===== src/rtl/gb_cpu_cb_hl_seq.sv =====
// Read-modify-write sequencer for CB-prefixed ops on (HL): fetch byte, run one ALU
// cycle, write back (except BIT), then report the new flags.
package gb_cpu_alu_pkg;
  typedef enum logic [3:0] {
    ADD,
    ROTL,
    ROTR,
    ROTL_CARRY,
    ROTR_CARRY,
    SHIFT_L,
    SHIFT_R_ARITH,
    SWAP,
    SHIFT_R_LOGIC,
    BIT,
    RESET,
    SET
  } alu_op_e;

  typedef struct packed {
    alu_op_e    opcode;
    logic [2:0] dst;
    logic [2:0] src;
    logic       use_imm;
  } gb_instruction_t;
endpackage

module gb_cpu_cb_hl_seq
  import gb_cpu_alu_pkg::*;
#(
  parameter int unsigned WAIT_MAX = 255
) (
  input  logic                  clk,
  input  logic                  reset,
  input  logic                  start,
  input  logic [7:0]            cb_op,
  input  logic [15:0]           hl,
  input  logic [3:0]            flags_in,
  output logic                  busy,
  output logic                  done,
  output logic                  err,
  gb_cpu_cb_hl_seq_if.master    mem,
  output gb_instruction_t       alu_instr,
  output logic [7:0]            alu_in0,
  output logic [7:0]            alu_in1,
  output logic                  alu_carry_in,
  input  logic [7:0]            alu_out,
  input  logic                  alu_z,
  input  logic                  alu_n,
  input  logic                  alu_h,
  input  logic                  alu_c,
  output logic [3:0]            flags_out,
  output logic                  flags_we
);

  typedef enum logic [2:0] {StIdle, StRead, StExec, StWrite, StDone} state_e;

  localparam logic [15:0] WaitLast = 16'(WAIT_MAX - 1);

  state_e      state_q, state_d;
  logic [4:0]  op_q, op_d;      // cb_op[7:3]: group and bit/shift index
  logic [15:0] hl_q, hl_d;
  logic [3:0]  fin_q, fin_d;
  logic [7:0]  data_q, data_d;
  logic [7:0]  result_q, result_d;
  logic [3:0]  flags_q, flags_d;
  alu_op_e     opc_q, opc_d;
  logic [15:0] cnt_q, cnt_d;
  logic        err_q, err_d;
  logic        is_bit;

  function automatic alu_op_e decode_op(input logic [4:0] op);
    alu_op_e d;
    d = ADD;
    unique case (op[4:3])
      2'b00: begin
        unique case (op[2:0])
          3'd0: d = ROTL;
          3'd1: d = ROTR;
          3'd2: d = ROTL_CARRY;
          3'd3: d = ROTR_CARRY;
          3'd4: d = SHIFT_L;
          3'd5: d = SHIFT_R_ARITH;
          3'd6: d = SWAP;
          3'd7: d = SHIFT_R_LOGIC;
        endcase
      end
      2'b01:   d = BIT;
      2'b10:   d = RESET;
      default: d = SET;
    endcase
    return d;
  endfunction

  assign is_bit = (op_q[4:3] == 2'b01);

  always_comb begin
    state_d  = state_q;
    op_d     = op_q;
    hl_d     = hl_q;
    fin_d    = fin_q;
    data_d   = data_q;
    result_d = result_q;
    flags_d  = flags_q;
    opc_d    = opc_q;
    cnt_d    = cnt_q;
    err_d    = 1'b0;
    unique case (state_q)
      StIdle: begin
        if (start) begin
          if (cb_op[2:0] != 3'b110) begin
            err_d = 1'b1;
          end else begin
            op_d    = cb_op[7:3];
            hl_d    = hl;
            fin_d   = flags_in;
            opc_d   = decode_op(cb_op[7:3]);
            cnt_d   = '0;
            state_d = StRead;
          end
        end
      end
      StRead: begin
        if (mem.mem_ack) begin
          data_d  = mem.mem_rdata;
          state_d = StExec;
        end else if (cnt_q == WaitLast) begin
          err_d   = 1'b1;
          state_d = StIdle;
        end else begin
          cnt_d = cnt_q + 16'd1;
        end
      end
      StExec: begin
        result_d = alu_out;
        unique case (op_q[4:3])
          2'b00:   flags_d = {alu_z, alu_n, alu_h, alu_c};
          2'b01:   flags_d = {alu_z, 1'b0, 1'b1, fin_q[0]};
          default: flags_d = fin_q;
        endcase
        cnt_d   = '0;
        state_d = is_bit ? StDone : StWrite;
      end
      StWrite: begin
        if (mem.mem_ack) begin
          state_d = StDone;
        end else if (cnt_q == WaitLast) begin
          err_d   = 1'b1;
          state_d = StIdle;
        end else begin
          cnt_d = cnt_q + 16'd1;
        end
      end
      StDone:  state_d = StIdle;
      default: state_d = StIdle;
    endcase
  end

  always_ff @(posedge clk or posedge reset) begin
    if (reset) begin
      state_q  <= StIdle;
      op_q     <= '0;
      hl_q     <= '0;
      fin_q    <= '0;
      data_q   <= '0;
      result_q <= '0;
      flags_q  <= '0;
      opc_q    <= ADD;
      cnt_q    <= '0;
      err_q    <= 1'b0;
    end else begin
      state_q  <= state_d;
      op_q     <= op_d;
      hl_q     <= hl_d;
      fin_q    <= fin_d;
      data_q   <= data_d;
      result_q <= result_d;
      flags_q  <= flags_d;
      opc_q    <= opc_d;
      cnt_q    <= cnt_d;
      err_q    <= err_d;
    end
  end

  assign mem.mem_addr  = hl_q;
  assign mem.mem_rd    = (state_q == StRead);
  assign mem.mem_wr    = (state_q == StWrite);
  assign mem.mem_wdata = result_q;

  // ALU inputs are meaningful only in StExec but stay at their latched values otherwise.
  always_comb begin
    alu_instr        = '0;
    alu_instr.opcode = opc_q;
  end
  assign alu_in0      = data_q;
  assign alu_in1      = {5'b0, op_q[2:0]};
  assign alu_carry_in = fin_q[0];

  assign busy      = (state_q != StIdle);
  assign done      = (state_q == StDone);
  assign err       = err_q;
  assign flags_out = flags_q;
  // RES/SET leave the flag register untouched.
  assign flags_we  = (state_q == StDone) && !op_q[4];

endmodule


===== src/rtl/gb_cpu_cb_hl_seq_if.sv =====
// Memory handshake bus between the CB (HL) sequencer and the memory system.
// Requests are level-held until mem_ack; read data is valid alongside mem_ack.
interface gb_cpu_cb_hl_seq_if;
  logic [15:0] mem_addr;
  logic        mem_rd;
  logic        mem_wr;
  logic [7:0]  mem_wdata;
  logic [7:0]  mem_rdata;
  logic        mem_ack;

  modport master (
    output mem_addr,
    output mem_rd,
    output mem_wr,
    output mem_wdata,
    input  mem_rdata,
    input  mem_ack
  );

  modport slave (
    input  mem_addr,
    input  mem_rd,
    input  mem_wr,
    input  mem_wdata,
    output mem_rdata,
    output mem_ack
  );
endinterface


===== src/flat_wrapper.sv =====
// flat-port wrapper written by rule: the top's interface ports become plain ports
module gb_cpu_cb_hl_seq_flat import gb_cpu_alu_pkg::*;
#(
  parameter int unsigned WAIT_MAX = 255
)
  (clk, reset, start, cb_op, hl, flags_in, busy, done, err, alu_instr, alu_in0, alu_in1, alu_carry_in, alu_out, alu_z, alu_n, alu_h, alu_c, flags_out, flags_we, mem_mem_addr, mem_mem_rd, mem_mem_wr, mem_mem_wdata, mem_mem_rdata, mem_mem_ack);
  gb_cpu_cb_hl_seq_if mem_i ();
  input  logic clk;
  input  logic reset;
  input  logic start;
  input  logic [7:0] cb_op;
  input  logic [15:0] hl;
  input  logic [3:0] flags_in;
  output logic busy;
  output logic done;
  output logic err;
  output gb_instruction_t alu_instr;
  output logic [7:0] alu_in0;
  output logic [7:0] alu_in1;
  output logic alu_carry_in;
  input  logic [7:0] alu_out;
  input  logic alu_z;
  input  logic alu_n;
  input  logic alu_h;
  input  logic alu_c;
  output logic [3:0] flags_out;
  output logic flags_we;
  output wire logic [$bits(mem_i.mem_addr)-1:0] mem_mem_addr;
  output wire logic [$bits(mem_i.mem_rd)-1:0] mem_mem_rd;
  output wire logic [$bits(mem_i.mem_wr)-1:0] mem_mem_wr;
  output wire logic [$bits(mem_i.mem_wdata)-1:0] mem_mem_wdata;
  input wire logic [$bits(mem_i.mem_rdata)-1:0] mem_mem_rdata;
  input wire logic [$bits(mem_i.mem_ack)-1:0] mem_mem_ack;
  assign mem_mem_addr = mem_i.mem_addr;
  assign mem_mem_rd = mem_i.mem_rd;
  assign mem_mem_wr = mem_i.mem_wr;
  assign mem_mem_wdata = mem_i.mem_wdata;
  assign mem_i.mem_rdata = mem_mem_rdata;
  assign mem_i.mem_ack = mem_mem_ack;
  gb_cpu_cb_hl_seq #(.WAIT_MAX(WAIT_MAX)) u_core (.clk(clk), .reset(reset), .start(start), .cb_op(cb_op), .hl(hl), .flags_in(flags_in), .busy(busy), .done(done), .err(err), .mem(mem_i), .alu_instr(alu_instr), .alu_in0(alu_in0), .alu_in1(alu_in1), .alu_carry_in(alu_carry_in), .alu_out(alu_out), .alu_z(alu_z), .alu_n(alu_n), .alu_h(alu_h), .alu_c(alu_c), .flags_out(flags_out), .flags_we(flags_we));
endmodule

===== config.mk =====
export PLATFORM = sky130hd
export DESIGN_NAME = gb_cpu_cb_hl_seq_flat
export DESIGN_NICKNAME = d
export VERILOG_FILES = /design/src/rtl/gb_cpu_cb_hl_seq.sv /design/src/rtl/gb_cpu_cb_hl_seq_if.sv /design/src/flat_wrapper.sv
export SDC_FILE = /design/constraint.sdc
export NUM_CORES = 1
export LEC_CHECK = 0
export CAP_MARGIN = 20
export CORE_MARGIN = 2
export CORE_UTILIZATION = 49
export CTS_CLUSTER_DIAMETER = 80
export DETAILED_ROUTE_END_ITERATION = 6
export PLACE_DENSITY = 0.86
export SYNTH_ARGS = -nofsm -noshare
export SYNTH_HDL_FRONTEND = slang
export SYNTH_SLANG_ARGS = --single-unit

===== constraint.sdc =====
create_clock -name clk -period 5.19 [get_ports clk]
set_clock_uncertainty 0.1 [all_clocks]
set_input_delay 0.7785 -clock clk [delete_from_list [all_inputs] [get_ports clk]]
set_output_delay 0.7785 -clock clk [all_outputs]
set_load 0.005 [all_outputs]

# After elaboration in Yosys (flattened, before gate mapping)
# Memories as Yosys holds them, arrays and structs flattened.
# Index checks and enable logic that the tools add are counted.
# W data, S select, Z words.
dict set report classes {
  n_mux 19
  n_eq_ne 13
  n_addsub 1
  n_reduce_logical 12
  bitwise_logic 1
}
# operator n
set op_table {}
lappend op_table {{$mux W16} 4}
lappend op_table {{$pmux W16 S3} 1}
lappend op_table {{$mux W3} 6}
lappend op_table {{$add A16 B1 Y16 const B} 1}
lappend op_table {{$eq A16 B8 Y1 const B} 1}
lappend op_table {{$pmux W3 S4} 1}
lappend op_table {{$pmux W4 S3} 1}
lappend op_table {{$ne A2 B2 Y1 const B} 4}
lappend op_table {{$pmux W4 S2} 1}
lappend op_table {{$eq A3 B2 Y1 const B} 2}
lappend op_table {{$reduce_bool A3 Y1} 2}
lappend op_table {{$reduce_and A5 Y1} 1}
lappend op_table {{$eq A2 B1 Y1 const B} 2}
lappend op_table {{$logic_not A2 Y1} 2}
lappend op_table {{$mux W1} 4}
lappend op_table {{$reduce_and A2 Y1} 2}
lappend op_table {{$eq A3 B1 Y1 const B} 1}
lappend op_table {{$eq A3 B3 Y1 const B} 1}
lappend op_table {{$logic_not A3 Y1} 1}
lappend op_table {{$ne A3 B3 Y1 const B} 1}
lappend op_table {{$reduce_and A3 Y1} 1}
lappend op_table {{$eq A2 B2 Y1 const B} 1}
lappend op_table {{$pmux W1 S2} 1}
lappend op_table {{$reduce_or A2 Y1} 1}
lappend op_table {{other kinds (3)} 3}
dict set report totals {
  wordCells 57
  n_memories 1
  reg_bits 69
  mem_bits_ro 32
  input_bits 52
  output_inout_bits 62
}
# name depth width read_ports rd_clocked_by_memory_dff write_ports line_no
set mem_list {}
lappend mem_list {{(no name shown)} 8 4 1 0 0 gb_cpu_cb_hl_seq.sv:76} ;# unique case (op[2:0])

# Longest topological paths before layout
dict set report depth {
  word_depth 4
  mapped_depth 8
  mapped_depth_nobuf 7
}

# Least setup slack after synthesis
# OpenSTA, ideal clock, no wires.
dict set report synth_timing {
  path_type {in2reg}
  start {input port cb_op[0]}
  end {register u_core.cnt_q[4]}
  setup_time_ns 0.075
  arrival_ns 2.278
  t_required_ns 5.015
  n_path_buf 1
  path_slack_ns 2.737
  stages 6
  path_cell_list {nand4b_2 a221oi_4 o21ai_2 buf_6 or3_2 a21oi_2}
}
dict set report synth_between {
  elab_chain_len 3
}
# item line_no
set synth_lines {}
lappend synth_lines {{start, declared} flat_wrapper.sv:11} ;# input logic [7:0] cb_op;
lappend synth_lines {{$ne A3 B3 Y1} gb_cpu_cb_hl_seq.sv:110} ;# if (cb_op[2:0] != 3'b110) begin
lappend synth_lines {{$ne A2 B2 Y1 (no line)} n/a}
lappend synth_lines {{$reduce_and A5 Y1 (no line)} n/a}
lappend synth_lines {{end signal, assigned} gb_cpu_cb_hl_seq.sv:179} ;# cnt_q <= cnt_d;
lappend synth_lines {{end, declared} gb_cpu_cb_hl_seq.sv:67} ;# logic [15:0] cnt_q, cnt_d;
# No other way between the ends.
# A chain may end at the register's enable or synchronous reset.

# Worst setup path after layout
dict set report layout_timing {
  start {register u_core.state_q[0]}
  end {output port flags_we}
}
dict set report layout_between {
  elab_chain_len 2
}
# item line_no
set layout_lines {}
lappend layout_lines {{start, declared} gb_cpu_cb_hl_seq.sv:59} ;# state_e state_q, state_d;
lappend layout_lines {{start signal, assigned} gb_cpu_cb_hl_seq.sv:160} ;# state_q <= StIdle;
lappend layout_lines {{start signal, assigned} gb_cpu_cb_hl_seq.sv:171} ;# state_q <= state_d;
lappend layout_lines {{$eq A3 B3 Y1} gb_cpu_cb_hl_seq.sv:203} ;# assign flags_we = (state_q == StDone) && !op_q[4];
lappend layout_lines {{$logic_and A1 B1 Y1} gb_cpu_cb_hl_seq.sv:203}
lappend layout_lines {{end, declared} flat_wrapper.sv:27} ;# output logic flags_we;
# No other way between the ends.

==> results.rst <==
.. list-table::
   :header-rows: 1

   * - Metric
     - Value
   * - Footprint of the multi-input gates
     - between 1000 and 1500 um^2
   * - Placed wire-length estimate after detailed placement
     - 5120 um
   * - Overall die height
     - around 86 um
   * - CTS tree
     - yes
   * - Count of buffers added by post-CTS timing repair for setup
     - 0
   * - Layout cell share with drive strength beyond 1
     - 0.195
   * - Vias
     - 2422
   * - Max capacitance violation total
     - 0
   * - Least-Margin Pin Slew
     - about 620 ps
   * - M1 WL
     - 2690 um
   * - Total number of clock tree sinks
     - 69
   * - Total number of H-tree levels
     - 3
   * - Peak ir drop on the vdd network
     - 0.291 mV
   * - Min-Delay Path Class
     - reg -> reg
   * - Period utilisation layout
     - 0.547
   * - Initial Util
     - 0.510
   * - DRC violation count after routing
     - 0
   * - Asr flop ratio synth
     - 1.00
   * - Unrepaired setup endpoints after global routing
     - false
   * - Leakage dissipation
     - 1.91 nW
   * - Std-Cell Rows
     - 29
   * - Die boundary width
     - ~86 um
   * - Port Buffers
     - 101
   * - DR vias/cell
     - 5.24
   * - Class of the most critical setup path
     - reg -> out
   * - Start of the worst register-to-register path
     - u_core.cnt_q[9]
   * - Wire length of the first global-routing pass
     - 11500 um
   * - Sequential share of the synthesized area
     - 0.530
   * - Top post-synthesis cells by area
     - sky130_fd_sc_hd__dfrtp_1 (53%), sky130_fd_sc_hd__mux2_2 (13%), sky130_fd_sc_hd__buf_4 (3.5%)
   * - Final sum of negative setup slack
     - 0 ps
   * - Tmin final
     - between 2000 and 3000 ps
   * - 1st-iter DRT viols
     - 98
   * - Maximum number of pins on one net before global-route repair
     - 40
   * - Diode count
     - 0
   * - Most repeated cell in the gate-level netlist after synthesis
     - sky130_fd_sc_hd__dfrtp_1
   * - Yosys top cell by area
     - sky130_fd_sc_hd__dfrtp_1
   * - Mean routed wirelength per cell
     - 14.7 um
   * - I/O pins
     - 114
   * - Worst Setup End Kind
     - output pin
   * - Vias in the first global route
     - 2527
   * - # setup viols final
     - 0
   * - Max Root-Sink Buffers
     - 2
   * - Number of distinct library cells after synthesis
     - between 40 and 50
   * - Mapped cell area
     - 3260 um^2
   * - Launching element type of the critical path
     - flop
   * - Worst path required time
     - 4310 ps
   * - Detail Route Antenna Nets
     - 0
   * - Placeable core area
     - 6390 um^2
   * - Number of fillers in the final layout
     - 470
   * - P per Cell Area
     - about 500 nW/um^2
   * - All-Layer GR Usage
     - 0.200
   * - Routed met3 length
     - about 640 um
   * - Hold Path Sink
     - u_core.mem.mem_addr[7]
   * - Achievable Freq
     - 353 MHz
   * - Flip-flop cell with the highest count after synthesis
     - sky130_fd_sc_hd__dfrtp_1
   * - Worst hold path stage count
     - 1
   * - Register-to-Register Setup Slack
     - approximately 2800 ps
   * - Hold-fix buffers, CTS
     - 0
   * - Detailed-router iteration count before antenna repair
     - 4
   * - Number of max-slew violations in the final report
     - 0
   * - #FFs+latches synth
     - 69
   * - Run status
     - complete, no violations
   * - Root buffer selected by CTS
     - sky130_fd_sc_hd__clkbuf_8
   * - Final RePlAce weighted congestion
     - 0.861
   * - Slew headroom
     - 0.589
   * - Routed length on met2
     - approximately 3300 um
   * - Gate count after technology mapping
     - 279
   * - Storage cell area
     - 1730 um^2
   * - Reg2reg end
     - u_core.cnt_q[3]
   * - Worst hold margin
     - between 300 and 400 ps
   * - Highest net fanout along the worst path
     - 10
   * - Area fraction of the dominant cell type after synthesis
     - 0.530
   * - Hold Vio Cnt, Final
     - 0
   * - Final layout net count
     - 439
   * - P&R area growth vs syn
     - 36.3%
   * - Number of synthesized flops with an enable pin
     - 0
   * - Number of gates given a new drive strength after cts
     - 0
   * - Clock insertion delay at the later pin of the skew report
     - ~340 ps
   * - Worst path arrival time
     - 1960 ps
   * - Worst-case reg-to-reg path depth
     - 5
   * - Post-synth top cells
     - sky130_fd_sc_hd__dfrtp_1 (69), sky130_fd_sc_hd__mux2_2 (37), sky130_fd_sc_hd__nor2_1 (27)
   * - Clock transition at the registers of the reported paths
     - approximately 70 ps
   * - Initial antenna violation count
     - 0
   * - Die area
     - 7310 um^2
   * - WL final
     - 6800 um
   * - Synthesized area per cell
     - 11.7 um^2
   * - Synthesis Warnings
     - 0
   * - Remaining global-route overflow
     - 0
   * - Total clock buffers created by CTS
     - 9
   * - Highest layer used for signal routing
     - met4
   * - Startpoint of the tightest hold check path
     - u_core.mem.mem_addr[7]
## layer usage
| metal | vias up | GRT usage |
|---|---|---|
| met5 | - | 0 |
| met4 | 0 | 0.0823 |
| met3 | 12 | 0.0731 |
| met2 | 92 | 0.335 |
| met1 | 1158 | 0.232 |
| li1 | 1160 | - |
## cells in the final DEF (no fill, tap or decap), types with 3 or more instances in the layout
| master | instances |
|---|---|
| sky130_fd_sc_hd__o21ai_0 | 4 |
| sky130_fd_sc_hd__mux2_2 | 37 |
| sky130_fd_sc_hd__mux2_1 | 5 |
| sky130_fd_sc_hd__clkinvlp_4 | 3 |
| sky130_fd_sc_hd__mux2i_1 | 3 |
| sky130_fd_sc_hd__buf_4 | 4 |
| sky130_fd_sc_hd__xor2_1 | 7 |
| sky130_fd_sc_hd__dfrtp_1 | 69 |
| sky130_fd_sc_hd__inv_1 | 6 |
| sky130_fd_sc_hd__a21oi_1 | 15 |
| sky130_fd_sc_hd__nor2_1 | 26 |
| sky130_fd_sc_hd__clkbuf_8 | 10 |
| sky130_fd_sc_hd__nand3_1 | 5 |
| sky130_fd_sc_hd__nand4_1 | 7 |
| sky130_fd_sc_hd__conb_1 | 12 |
| sky130_fd_sc_hd__nand2_1 | 12 |
| sky130_fd_sc_hd__or3_2 | 5 |
| sky130_fd_sc_hd__o21ai_1 | 8 |
| sky130_fd_sc_hd__ha_1 | 6 |
| sky130_fd_sc_hd__and2_1 | 3 |
| sky130_fd_sc_hd__clkdlybuf4s50_1 | 101 |
| sky130_fd_sc_hd__nor3_1 | 3 |
## cell families (layout without fill, tap and decap cells)
kind of cell / count (synthesis) / after routing / share of synthesized area
compound gates: 39 / 39 / 0.0788
xor+xnor: 7 / 7 / 0.0188
fa+ha+maj: 6 / 6 / 0.0230
buf+inv: 32 / 127 / 0.0607
flops: 69 / 69 / 0.530
mux: 45 / 45 / 0.154
other cells: 1 / 12 / 0.00115
simple gates: 80 / 80 / 0.133
## cell type report
type,count,area share
clock buffers,10,0.0310
clock inverters,5,0.00817
inverters,7,0.00592
multi-input cells,189,0.310
flip-flops and latches,69,0.389
well taps,77,0.0217
repair buffers,105,0.234
## power by group
group	switching [mW]	total [mW]	internal, mW
clock	0.201	0.385	0.184
sequential	0.142	0.890	0.747
combinational	0.335	0.916	0.580
## worst max-delay path, stage by stage (launching register included)
cell and delay, ps:
sky130_fd_sc_hd__dfrtp_1 490, sky130_fd_sc_hd__nor2_1 250, sky130_fd_sc_hd__and2_1 220, sky130_fd_sc_hd__nor2b_1 140, sky130_fd_sc_hd__clkdlybuf4s50_1 510
## stage by stage
step	total power, mW	worst slack [ps]	cell area (um^2)	utilization	cells
finish	2.19	2350	4440	0.695	462
global route	2.34	2270	4440	0.695	462
CTS	2.21	2350	4430	0.694	461
detailed placement	1.82	2140	4260	0.667	446
global placement	1.78	2220	4260	0.667	446
floorplan	1.34	2570	3300	-	290
## registers in the layout (all words and copies together) (netlist names)
signal and cells:
u_core.opc_q 4, u_core.fin_q 4, u_core.flags_out 4, u_core.cnt_q 16
u_core.op_q 5, u_core.state_q 3, u_core.mem.mem_addr 16, u_core.alu_in0 8
u_core.err 1, u_core.mem.mem_wdata 8
## worst max-delay path by stage
stage                           start           endpoint  slack (ps)  depth (start not counted)
detailed placement           cb_op[2]    u_core.cnt_q[6]        2140                          6
global placement             cb_op[0]    u_core.cnt_q[4]        2220                          6
finish              u_core.state_q[0]           flags_we        2350                          4
floorplan                       reset  u_core.alu_in0[0]        2570                          1
CTS                 u_core.state_q[0]           flags_we        2350                          4
global route        u_core.state_q[0]           flags_we        2270                          4
Power figures use the tool's default switching activity.
